`config.mk`:
```
export PLATFORM = sky130hd
export DESIGN_NAME = stream_rr_arbiter
export DESIGN_NICKNAME = d
export VERILOG_FILES = /design/src/rtl/stream_arb_pkg.sv /design/src/rtl/rr_pick.sv /design/src/rtl/stream_rr_arbiter.sv
export SDC_FILE = /design/constraint.sdc
export NUM_CORES = 1
export LEC_CHECK = 0
export CAP_MARGIN = 0
export CORE_AREA = 2 2 84 86
export DETAILED_ROUTE_END_ITERATION = 10
export DIE_AREA = 0 0 86 88
export GPL_ROUTABILITY_DRIVEN = 0
export PLACE_DENSITY = 0.86
export RECOVER_POWER = 100
export SLEW_MARGIN = 5
export SYNTH_ARGS = -nofsm -noshare
export SYNTH_HDL_FRONTEND = slang
export SYNTH_SLANG_ARGS = --single-unit
```
`constraint.sdc`:
```
create_clock -name clk -period 7.3 [get_ports clk]
set_clock_uncertainty 0.15 [all_clocks]
set_input_delay 2.19 -clock clk [delete_from_list [all_inputs] [get_ports clk]]
set_output_delay 2.19 -clock clk [all_outputs]
set_load 0.03 [all_outputs]
```
`src/rtl/stream_arb_pkg.sv`:
```
// ============================================================================
// Module : stream_arb_pkg
// Brief  : Shared constants for the stream round-robin arbiter.
// Rev    : 1.0 - initial release
// ============================================================================
`default_nettype none

package stream_arb_pkg;

    // Output-register occupancy state
    localparam logic [0:0] c_st_empty = 1'b0;
    localparam logic [0:0] c_st_full  = 1'b1;

    localparam int GRANT_CNT_W = 16;

endpackage

`default_nettype wire

```
`src/rtl/rr_pick.sv`:
```
// ============================================================================
// Module : rr_pick
// Brief  : Combinational round-robin picker; searches upward from last+1.
// Rev    : 1.0 - initial release
// ============================================================================
`default_nettype none

module rr_pick #(
    parameter int NUM_REQ = 4,
    parameter int ID_W    = $clog2(NUM_REQ)
) (
    input  logic [NUM_REQ-1:0] req,
    input  logic [ID_W-1:0]    last,
    output logic [ID_W-1:0]    grant,
    output logic               any
);

    logic [ID_W-1:0] w_idx;

    // Scan farthest offset first so the nearest requester after last overwrites.
    always_comb begin
        grant = '0;
        any   = 1'b0;
        w_idx = '0;
        for (int k = NUM_REQ; k >= 1; k--) begin
            w_idx = ID_W'((int'(last) + k) % NUM_REQ);
            if (req[w_idx]) begin
                grant = w_idx;
                any   = 1'b1;
            end
        end
    end

endmodule

`default_nettype wire

```
`src/rtl/stream_rr_arbiter.sv`:
```
// ============================================================================
// Module : stream_rr_arbiter
// Brief  : N-to-1 valid/ready round-robin arbiter with a registered output
//          stage; define ARB_STATS_EN to add per-requester grant counters.
// Rev    : 1.0 - initial release
// ============================================================================
`default_nettype none

module stream_rr_arbiter
    import stream_arb_pkg::*;
#(
    parameter int NUM_REQ = 4,
    parameter int DATA_W  = 32
) (
    input  logic                        clk,
    input  logic                        rst,
    input  logic [NUM_REQ-1:0]          s_vld,
    output logic [NUM_REQ-1:0]          s_rdy,
    input  logic [NUM_REQ*DATA_W-1:0]   s_data,
    output logic                        m_vld,
    input  logic                        m_rdy,
    output logic [DATA_W-1:0]           m_data,
`ifdef ARB_STATS_EN
    output logic [NUM_REQ*GRANT_CNT_W-1:0] grant_cnt,
`endif
    output logic [$clog2(NUM_REQ)-1:0]  m_id
);

    localparam int ID_W = $clog2(NUM_REQ);

    logic [0:0]        r_state;
    logic [0:0]        w_state_nxt;
    logic [DATA_W-1:0] r_data;
    logic [ID_W-1:0]   r_id;
    logic [ID_W-1:0]   r_last;
    logic [ID_W-1:0]   w_grant;
    logic              w_any;
    logic              w_can_load;
    logic              w_hs;
    logic [DATA_W-1:0] w_data_arr [NUM_REQ];

    for (genvar i = 0; i < NUM_REQ; i++) begin : g_unpack
        assign w_data_arr[i] = s_data[i*DATA_W +: DATA_W];
    end

    rr_pick #(
        .NUM_REQ (NUM_REQ),
        .ID_W    (ID_W)
    ) u_pick (
        .req   (s_vld),
        .last  (r_last),
        .grant (w_grant),
        .any   (w_any)
    );

    always_ff @(posedge clk) begin
        if (rst) begin
            r_state <= c_st_empty;
        end else begin
            r_state <= w_state_nxt;
        end
    end

    always_comb begin
        w_state_nxt = r_state;
        case (r_state)
            c_st_empty: if (w_hs) w_state_nxt = c_st_full;
            c_st_full:  if (!w_hs && m_rdy) w_state_nxt = c_st_empty;
            default:    w_state_nxt = c_st_empty;
        endcase
    end

    // Reset masks the handshake so no word is accepted on a reset edge.
    always_comb begin
        w_can_load = (r_state == c_st_empty) || m_rdy;
        w_hs       = w_any && w_can_load && !rst;
        s_rdy      = '0;
        if (w_hs) s_rdy[w_grant] = 1'b1;
        m_vld      = (r_state == c_st_full);
    end

    always_ff @(posedge clk) begin
        if (rst) begin
            r_data <= '0;
            r_id   <= '0;
            r_last <= ID_W'(NUM_REQ - 1);
        end else if (w_hs) begin
            r_data <= w_data_arr[w_grant];
            r_id   <= w_grant;
            r_last <= w_grant;
        end
    end

    assign m_data = r_data;
    assign m_id   = r_id;

`ifdef ARB_STATS_EN
    for (genvar i = 0; i < NUM_REQ; i++) begin : g_stats
        logic [GRANT_CNT_W-1:0] r_cnt;
        always_ff @(posedge clk) begin
            if (rst) begin
                r_cnt <= '0;
            end else if (s_vld[i] && s_rdy[i] && (r_cnt != '1)) begin
                r_cnt <= r_cnt + 1'b1;
            end
        end
        assign grant_cnt[i*GRANT_CNT_W +: GRANT_CNT_W] = r_cnt;
    end
`else
    // Statistics disabled: no counters are built.
`endif

endmodule

`default_nettype wire

```
* Yosys cells after proc, flatten, opt, wreduce, memory -nomap -nowiden
Cells that the tools add are included.
** Operators by class
- Mux-type cells :: 25
- Shift-type cells :: 0
- Divide/modulo/power cells :: 0
- Reductions and logical operators :: 7
- Equality and inequality tests :: 0
- Bitwise logic cells :: 2
- Multipliers :: 0
- Add/sub/neg operators :: 4
- Magnitude comparators :: 7
** Operator list (number)
- $bmux W32 S2 :: 1
- $mux W32 :: 2
- $lt A2 B3 Y1 const B :: 5
- $mux W1 :: 11
- $bmux W1 S2 :: 4
- $mux W2 :: 4
- $add A2 B1 Y2 const B :: 2
- $add A2 B2 Y2 const B :: 2
- $logic_and A1 B1 Y1 :: 4
- $mux W4 :: 1
- $ge A3 B3 Y1 const B :: 1
- $not A2 Y3 :: 1
- $demux W1 S2 :: 1
- $ge A2 B1 Y1 const B :: 1
- $logic_not A1 Y1 :: 2
- $pmux W1 S2 :: 1
- $logic_or A1 B1 Y1 :: 1
- $not A1 Y1 :: 1
** Word-level totals
- Input bits :: 135
- Flip-flop bits (word level) :: 37
- Memory bits (read-only) :: 0
- Bits in latches :: 0
- Logic and storage cells :: 49
- Memories kept :: 0
- Memory bits (writable) :: 0
- Output and inout port bits :: 39

* Logic depth before layout (Yosys ltp)
Gate-level depths: netlist of the first run.
- Depth in word-level cells :: 13
- Mapped depth :: 8
- Depth with buffers taken out :: 5

* By module
Synthesis of the first run repeated with hierarchy kept, for this count alone.
** Unflattened totals
- Cells, all modules :: 145
- Area total of the unflattened synthesis :: 2050.7 um^2
** By module, submodules not included
- stream_rr_arbiter :: seq. area each 740.7 um^2, area an instance 1959.4 um^2, cells an instance 131, instances 1
- rr_pick :: seq. area each 0.0 um^2, area an instance 91.3 um^2, cells an instance 14, instances 1

* Worst setup path before layout of the first run
No wires, ideal clock.
- Kind :: input to output
- Start :: in s_vld[3]
- End :: out s_rdy[0]
- Cell stages on the path :: 5
- Buffers on the path :: 1
- Required time :: 4.960 ns
- Setup slack :: 1.426 ns
- Data arrival time :: 3.534 ns
- Path through :: nor2b_4 o21ai_1 clkbuf_1 nand3_1 nor2_1
** Between the ends
- Longest elaborated chain between the ends :: 11
- Elaborated cells between the ends (all ways) :: 24
- Those cells by class :: order compare (2); mux (19); reduce/logical (3)
** Ends and longest elaborated chain
- start: declaration :: line stream_rr_arbiter.sv:17 : input logic [NUM_REQ-1:0] s_vld,
- $bmux W1 S2 :: line rr_pick.sv:27 : if (req[w_idx]) begin
- $mux W1 (not written as such) :: line rr_pick.sv:27
- $mux W2 (4 in series) :: line rr_pick.sv:27
- $lt A2 B3 Y1 (not written as such) or $ge A2 B1 Y1 (tied branches) :: line stream_rr_arbiter.sv:78 : if (w_hs) s_rdy[w_grant] = 1'b1;
- $logic_and A1 B1 Y1 (not written as such) :: line stream_rr_arbiter.sv:78
- $mux W1 (not written as such) :: line stream_rr_arbiter.sv:78
- $demux W1 S2 :: line stream_rr_arbiter.sv:78
- $mux W4 * :: line stream_rr_arbiter.sv:78
- end: declaration :: line stream_rr_arbiter.sv:18 : output logic [NUM_REQ-1:0] s_rdy,
Every way passes the cells marked *; elsewhere a longest branch is shown, timed or not. The select of a mux whose other input is x is not followed.

* Worst setup path in the final report of the first run
- Start :: in s_vld[1]
- End :: out s_rdy[2]
The elaborated chain is that of the path after synthesis.

==> results by group, run 1 <==
Placed design
  • Placed inst area: 0.00428 mm2
  • HPWL after DPL: 7.10 mm
  • Number of I/O port buffers: 173

Synth
  • Yosys top cell area share: 29.2%
  • Mapped Area: 0.00253 mm2
  • Post-synth EDFFs: 0
  • Area contributors post-synth: dfxtp_1, mux2i_1, a21bo_2
  • Post-synthesis register bit count: 37
  • Leading area contributor after synthesis: dfxtp_1
  • Most common flop cell mapped by yosys: dfxtp_1
  • Register area share after synthesis: 29.2%
  • Syn_area_per_cell: 8.98 um2
  • Synth warn: 0
  • Mapped Nets: 417
  • Yosys cell types: 39
  • Post-synth ARST share: 0%
  • Instance count of the mapped netlist: 282

Final layout
  • Share of layout cells above drive strength 1: 11.1%
  • Final nets: 576
  • Final Cell Area: 0.00434 mm2
  • Area Growth Syn to Fin: 71.2%
  • Antenna cells: 0

Critical path
  • CP endpoint kind: output pin
  • Worst r2r path cells: 6
  • CP max stage delay: 0.64 ns
  • Required @ worst endpoint: 4.96 ns
  • Critical Path, Cell by Cell: dlygate4sd3_1, nor4_1, nor3b_4, nor3b_1, buf_4, and2_1, buf_4
  • CP max FO: 19
  • Buf/Inv on CP: 3
  • Critical Path Source: s_vld[1]
  • Type of origin of the critical path: input port
  • Setup slack, reg-to-reg: 4.45 ns
  • Cell family with most CP delay: simple AND/OR/NAND/NOR gates
  • R2R Path End: m_data[24]
  • Setup crit end: s_rdy[2]
  • Critical Path Stages: 7
  • CP Data Arrival Time: 4.53 ns
  • RR Startpoint: r_last[0]
  • CP most frequent cell: buf_4
  • Slowest CP cell: dlygate4sd3_1
  • Crit Path Class: in -> out

Global route
  • Vias in the first global route: just over 3000
  • Gr ovfl total: 0
  • Total global-route track usage: about a quarter
  • First-pass GRT wire length: 15.1 mm
  • Largest net degree at the start of global routing: 33
  • Initial antenna violation count: 0

Clock tree
  • Post-CTS Hold Buffers: 0
  • Post-cts sizing count: 0
  • Clock root buffer: clkbuf_8
  • Clk Latency, worst-skew pair: 0.28 ns
  • TritonCTS Sinks: 37
  • CTS buffer count: 5
  • Max Root-Sink Buffers: 2
  • Post-CTS setup buffer count: 0
  • Number of H-tree levels: 2
  • CTS tree: done
  • Clk pin slew, worst setup/hold paths: 0.07 ns

Floorplan
  • FP Rows: 30
  • Boundary pin count: 174
  • Die width: 86 um
  • Die area: 0.00757 mm2
  • Die H: 88 um
  • CORE AREA: 0.00664 mm2
  • Initial Utilization: 38.1%

Pwr
  • Power share of the combinational group: 49.0%
  • PwrDens: 185 mW/mm2
  • Sequential share of power: 32.6%
  • Static Leakage: approximately 1.7 nW
  • Sw power: 298 uW
  • Net Sw Frac: 37.3%
  • Int Pwr: 502 uW
  • Peak VDD IR: ~0.00009 V
  • Tot Pwr: 800 uW
  • Clock power frac: between 10% and 20%

STA
  • Final hold vios: 0
  • Final period util: 94.1%
  • RSZ-0062 raised after global routing: no
  • Setup TNS: 0 ns
  • Final setup violation count: 0
  • Min Tclk post-route: slightly below 7 ns
  • F_max: about 150 MHz
  • Tightest Pin Transition: about 1.9 ns
  • Slew Viols, Final: 28
  • Worst relative slew slack: -28.0%

Detailed routing
  • Router iterations before antenna repair: 4
  • Initial DRC count: around 160
  • Detail Route met3 WL: 727 um
  • Uppermost routed layer: met4
  • Detailed-routed wire length on met2: 4.82 mm
  • Via density: 5.74
  • Vias: around 3000
  • Total Wirelength: 9.52 mm
  • Metal-1 WL: 3.77 mm
  • Routed Antenna Nets: 0
  • # DRC: 0
  • Wire per inst: 18.3 um

Run status
  • Failing checks: capacitance limit, slew limit
  • Status: finished with violations

Worst hold path
  • Class of the worst hold path: reg -> reg

Flow run
  • Max-Cap Viols: 1
==> logic make-up (layout without fill, tap and decap cells) <==
kind of cell    Yosys count  in the layout  share of synthesized area [%]
compound gates          117            117                           36.2
buf+inv                  33            192                           7.16
flops                    37             37                           29.2
mux                      32             32                           12.9
simple gates             63             63                           14.5
==> cell usage in the layout, fill, tap and decap left out, drive strengths merged, types with 2 or more instances in the layout <==
master / netlist / final
buf: 7 / 12
a21oi: 15 / 15
nor2: 5 / 5
o31a: 8 / 8
o21a: 2 / 2
mux2i: 27 / 27
clkbuf: 25 / 10
a221o: 5 / 5
o21ai: 4 / 4
nand2: 20 / 20
nand4: 25 / 25
mux2: 5 / 5
o31ai: 25 / 25
o211ai: 20 / 20
a21o: 2 / 2
a21bo: 20 / 20
dlygate4sd3: 0 / 36
and2: 2 / 2
nand2b: 3 / 3
a211oi: 14 / 14
dfxtp: 37 / 37
clkdlybuf4s50: 0 / 133
nor2b: 2 / 2
nor3: 2 / 2
nor3b: 2 / 2
==> power by group through the flow <==
stage | sequential (mW) | combinational (mW) | clock, mW
2_1_floorplan | 0.331 | 0.167 | 0
3_3_place_gp | 0.265 | 0.399 | 0
3_5_place_dp | 0.266 | 0.408 | 0
4_1_cts | 0.262 | 0.410 | 0.150
5_1_grt | 0.265 | 0.418 | 0.161
6_report | 0.261 | 0.393 | 0.147
==> cell usage after synthesis, drive strengths merged, types with 2 or more instances <==
cell,n
dfxtp,37
mux2i,27
clkbuf,25
nand4,25
o31ai,25
a21bo,20
nand2,20
o211ai,20
a21oi,15
a211oi,14
o31a,8
buf,7
a221o,5
mux2,5
nor2,5
o21ai,4
nand2b,3
a21o,2
and2,2
nor2b,2
nor3,2
nor3b,2
o21a,2
==> cell type report <==
type	count	area, um2
tap	80	100
multi-input combinational	212	1610
clock buffer	7	86.3
sequential	37	741
inverter	1	3.75
fill	547	2310
timing repair buffer	184	1790
==> state kept, by name, indices dropped and copies added, names as in the netlist <==
| register | flops |
|---|---|
| m_data | 32 |
| m_id | 2 |
| r_last | 2 |
| m_vld | 1 |
==> worst min path at each step <==
stage | startpoint | endpoint | slack (ns) | cells past startpoint
detailed placement | m_id[1] | m_id[1] | 0.29 | 1
floorplan | r_last[0] | r_last[0] | 0.40 | 2
CTS | m_id[1] | m_id[1] | 0.32 | 1
global route | m_id[1] | m_id[1] | 0.34 | 1
global placement | m_id[1] | m_id[1] | 0.31 | 1
finish | m_id[1] | m_id[1] | 0.32 | 1
==> layer usage <==
metal / vias up / global-route usage, %
met3: 17 / 4.81
met2: 141 / 44.7
li1: 1431 / -
met5: - / 0
met1: 1403 / 30.0
met4: 0 / 8.08
==> stage by stage <==
stage               std cells  util (%)  worst slack, ns  hold slack [ns]
floorplan                 282         -             1.43            0.398
global placement          514      64.4            0.684            0.305
detailed placement        514      64.4            0.578            0.294
CTS                       521      65.7            0.576            0.323
global route              521      65.3            0.248            0.335
finish                    521      65.3            0.432            0.321
Power figures use the tool's default switching activity.
==> run 2, diff against run 1 <==
--- a/config.mk
+++ b/config.mk
@@ -6,11 +6,11 @@
 export NUM_CORES = 1
 export LEC_CHECK = 0
 export CAP_MARGIN = 0
-export CORE_AREA = 2 2 84 86
+export CORE_AREA = 2 2 92 94
 export DETAILED_ROUTE_END_ITERATION = 10
-export DIE_AREA = 0 0 86 88
+export DIE_AREA = 0 0 94 96
 export GPL_ROUTABILITY_DRIVEN = 0
-export PLACE_DENSITY = 0.86
+export PLACE_DENSITY = 0.76
 export RECOVER_POWER = 100
 export SLEW_MARGIN = 5
 export SYNTH_ARGS = -nofsm -noshare
==> constraint.sdc (replaced) <==
create_clock -name clk -period 5.8 [get_ports clk]
set_clock_uncertainty 0.15 [all_clocks]
set_input_delay 1.74 -clock clk [delete_from_list [all_inputs] [get_ports clk]]
set_output_delay 1.74 -clock clk [all_outputs]
set_load 0.03 [all_outputs]
==> results by group, run 2 (same netlist as run 1, synthesis figures left out) <==
Placed design
  • Pre-CTS setup slack: -0.120 ns
  • Placed inst area: 0.00436 mm2
  • Number of I/O port buffers: roughly 170
  • HPWL after DPL: 7.20 mm

Pwr
  • Peak VDD IR: 0.000136 V
  • PwrDens: 240 mW/mm2
  • Static Leakage: 1.74 nW

Floorplan
  • Die H: between 90 and 100 um
  • CORE AREA: 0.00805 mm2
  • Die width: around 94 um
  • Initial Utilization: 31.5%
  • Boundary pin count: 174
  • FP Rows: 33
  • Die area: 0.00902 mm2

Clock tree
  • Post-CTS setup buffer count: 0
  • Post-CTS Hold Buffers: 0
  • Number of H-tree levels: 2
  • Clock root buffer: clkbuf_8
  • TritonCTS Sinks: 37
  • Clk pin slew, worst setup/hold paths: 0.07 ns
  • CTS buffer count: 5
  • Max Root-Sink Buffers: 2
  • Clk Latency, worst-skew pair: between 0.2 and 0.3 ns
  • CTS tree: done

STA
  • Worst relative slew slack: 6.45%
  • Final hold vios: 0
  • Slew Viols, Final: 0
  • Worst setup margin: 0.187 ns
  • Final period util: 96.8%
  • Tightest Pin Transition: roughly 1.4 ns
  • F_max: about 180 MHz
  • Min Tclk post-route: 5.61 ns
  • Final setup violation count: 0
  • Worst hold slack: 0.329 ns
  • RSZ-0062 raised after global routing: no

Flow run
  • Max-Cap Viols: 0

Critical path
  • Crit Path Class: in -> out
  • CP max FO: 18
  • CP endpoint kind: output pin
  • RR Startpoint: r_last[0]
  • CP Data Arrival Time: between 3 and 4 ns
  • Worst r2r path cells: 7
  • Required @ worst endpoint: 3.91 ns
  • R2R Path End: m_data[14]
  • Type of origin of the critical path: input port
  • Setup slack, reg-to-reg: 2.92 ns

Global route
  • Total global-route track usage: 21.9%
  • First-pass GRT wire length: 15.5 mm
  • Vias in the first global route: about 3100
  • Gr ovfl total: 0
  • Largest net degree at the start of global routing: 33
  • Initial antenna violation count: 0

Detailed routing
  • Total Wirelength: 10.2 mm
  • Wire per inst: 18.5 um
  • Via density: ~5.5
  • Initial DRC count: ~160
  • Vias: around 3000
  • # DRC: 0
  • Routed Antenna Nets: 0
  • Router iterations before antenna repair: 4

Worst hold path
  • Hold path startpoint: m_data[8]
  • Hold path cells: 2
  • Class of the worst hold path: reg -> reg
  • Sink of the worst hold path: m_data[8]

Final layout
  • Flip-flop count of the largest register after layout: 32
  • Commonest non-fill, non-tap cell in the layout: clkdlybuf4s50_1
  • Antenna cells: 0
  • Final Cell Area: 0.00444 mm2
  • Most frequent cells in the layout: clkdlybuf4s50_1, dfxtp_1, dlygate4sd3_1, mux2i_1
  • Final nets: 582
  • Share of layout cells above drive strength 1: 12.1%
  • Post-layout util: 55.1%
  • Area Growth Syn to Fin: 75.2%

Run status
  • Status: completed
## run 2: cell types whose count changed in the layout (fill, tap and decap cells not counted)
cell	change
buf_4	+2
clkbuf_1	+2
and2_0	+1
and2_1	-1
bufinv_16	+1
clkbuf_2	+1
clkdlybuf4s50_1	+1
dlygate4sd3_1	-1
nor3_1	+1
nor3_4	-1
nor3b_1	-1
nor3b_2	+1
nor3b_4	+1
## run 2: metal layers
metal | up-vias | share of wire [%] | global-route usage, % | wire, um
li1 | 1443 | - | - | -
met1 | 1442 | 40 | 26.8 | 4070
met2 | 142 | 53 | 40.1 | 5380
met3 | 17 | 5.7 | 2.82 | 579
met4 | 0 | 2.0 | 6.88 | 207
met5 | - | 0 | 0 | 0
## run 2: worst max-delay path, stage by stage
cell and delay (ns):
clkdlybuf4s50_1 0.42, clkbuf_1 0.15, nand2b_1 0.11, o22ai_1 0.21
nor3b_4 0.67, and2_1 0.22, clkbuf_2 0.20
## run 2: layout make-up
type	count	area, um2
Clock inverter	1	30.0
Sequential cell	37	741
Fill cell	760	3610
Clock buffer	7	86.3
Tap cell	105	131
Timing Repair Buffer	189	1820
Multi-Input combinational cell	213	1630
Inverter	1	3.75
## run 2: worst max-delay path by stage
stage / from / to / slack, ns / depth (start not counted)
5_1_grt: s_vld[1] / s_rdy[3] / 0.06 / 7
4_1_cts: s_vld[1] / s_rdy[2] / 0.18 / 7
3_5_place_dp: s_vld[1] / s_rdy[2] / -0.12 / 7
2_1_floorplan: s_vld[3] / s_rdy[0] / 0.83 / 5
3_3_place_gp: s_vld[1] / s_rdy[2] / -0.07 / 7
6_report: s_vld[1] / s_rdy[3] / 0.19 / 7
## run 2: what timing repair did
item                                   4_1_cts  5_1_grt
resized for setup                            0        0
setup endpoints to repair                    2        0
endpoints found under the hold margin        0        0
## run 2: report_power, final
part | switching (mW) | internal (mW) | total (mW)
registers | 0.0255 | 0.301 | 0.327
clock network | 0.0932 | 0.140 | 0.234
logic | 0.266 | 0.239 | 0.505
total | 0.385 | 0.681 | 1.07
## run 2: stage by stage
stage,cells,setup TNS (ns),power [mW]
final,553,0,1.07
after global routing,553,0,1.12
after CTS,553,0,1.10
after detailed placement,544,-0.239,0.860
after global placement,544,-0.140,0.848
after floorplan,282,0,0.627
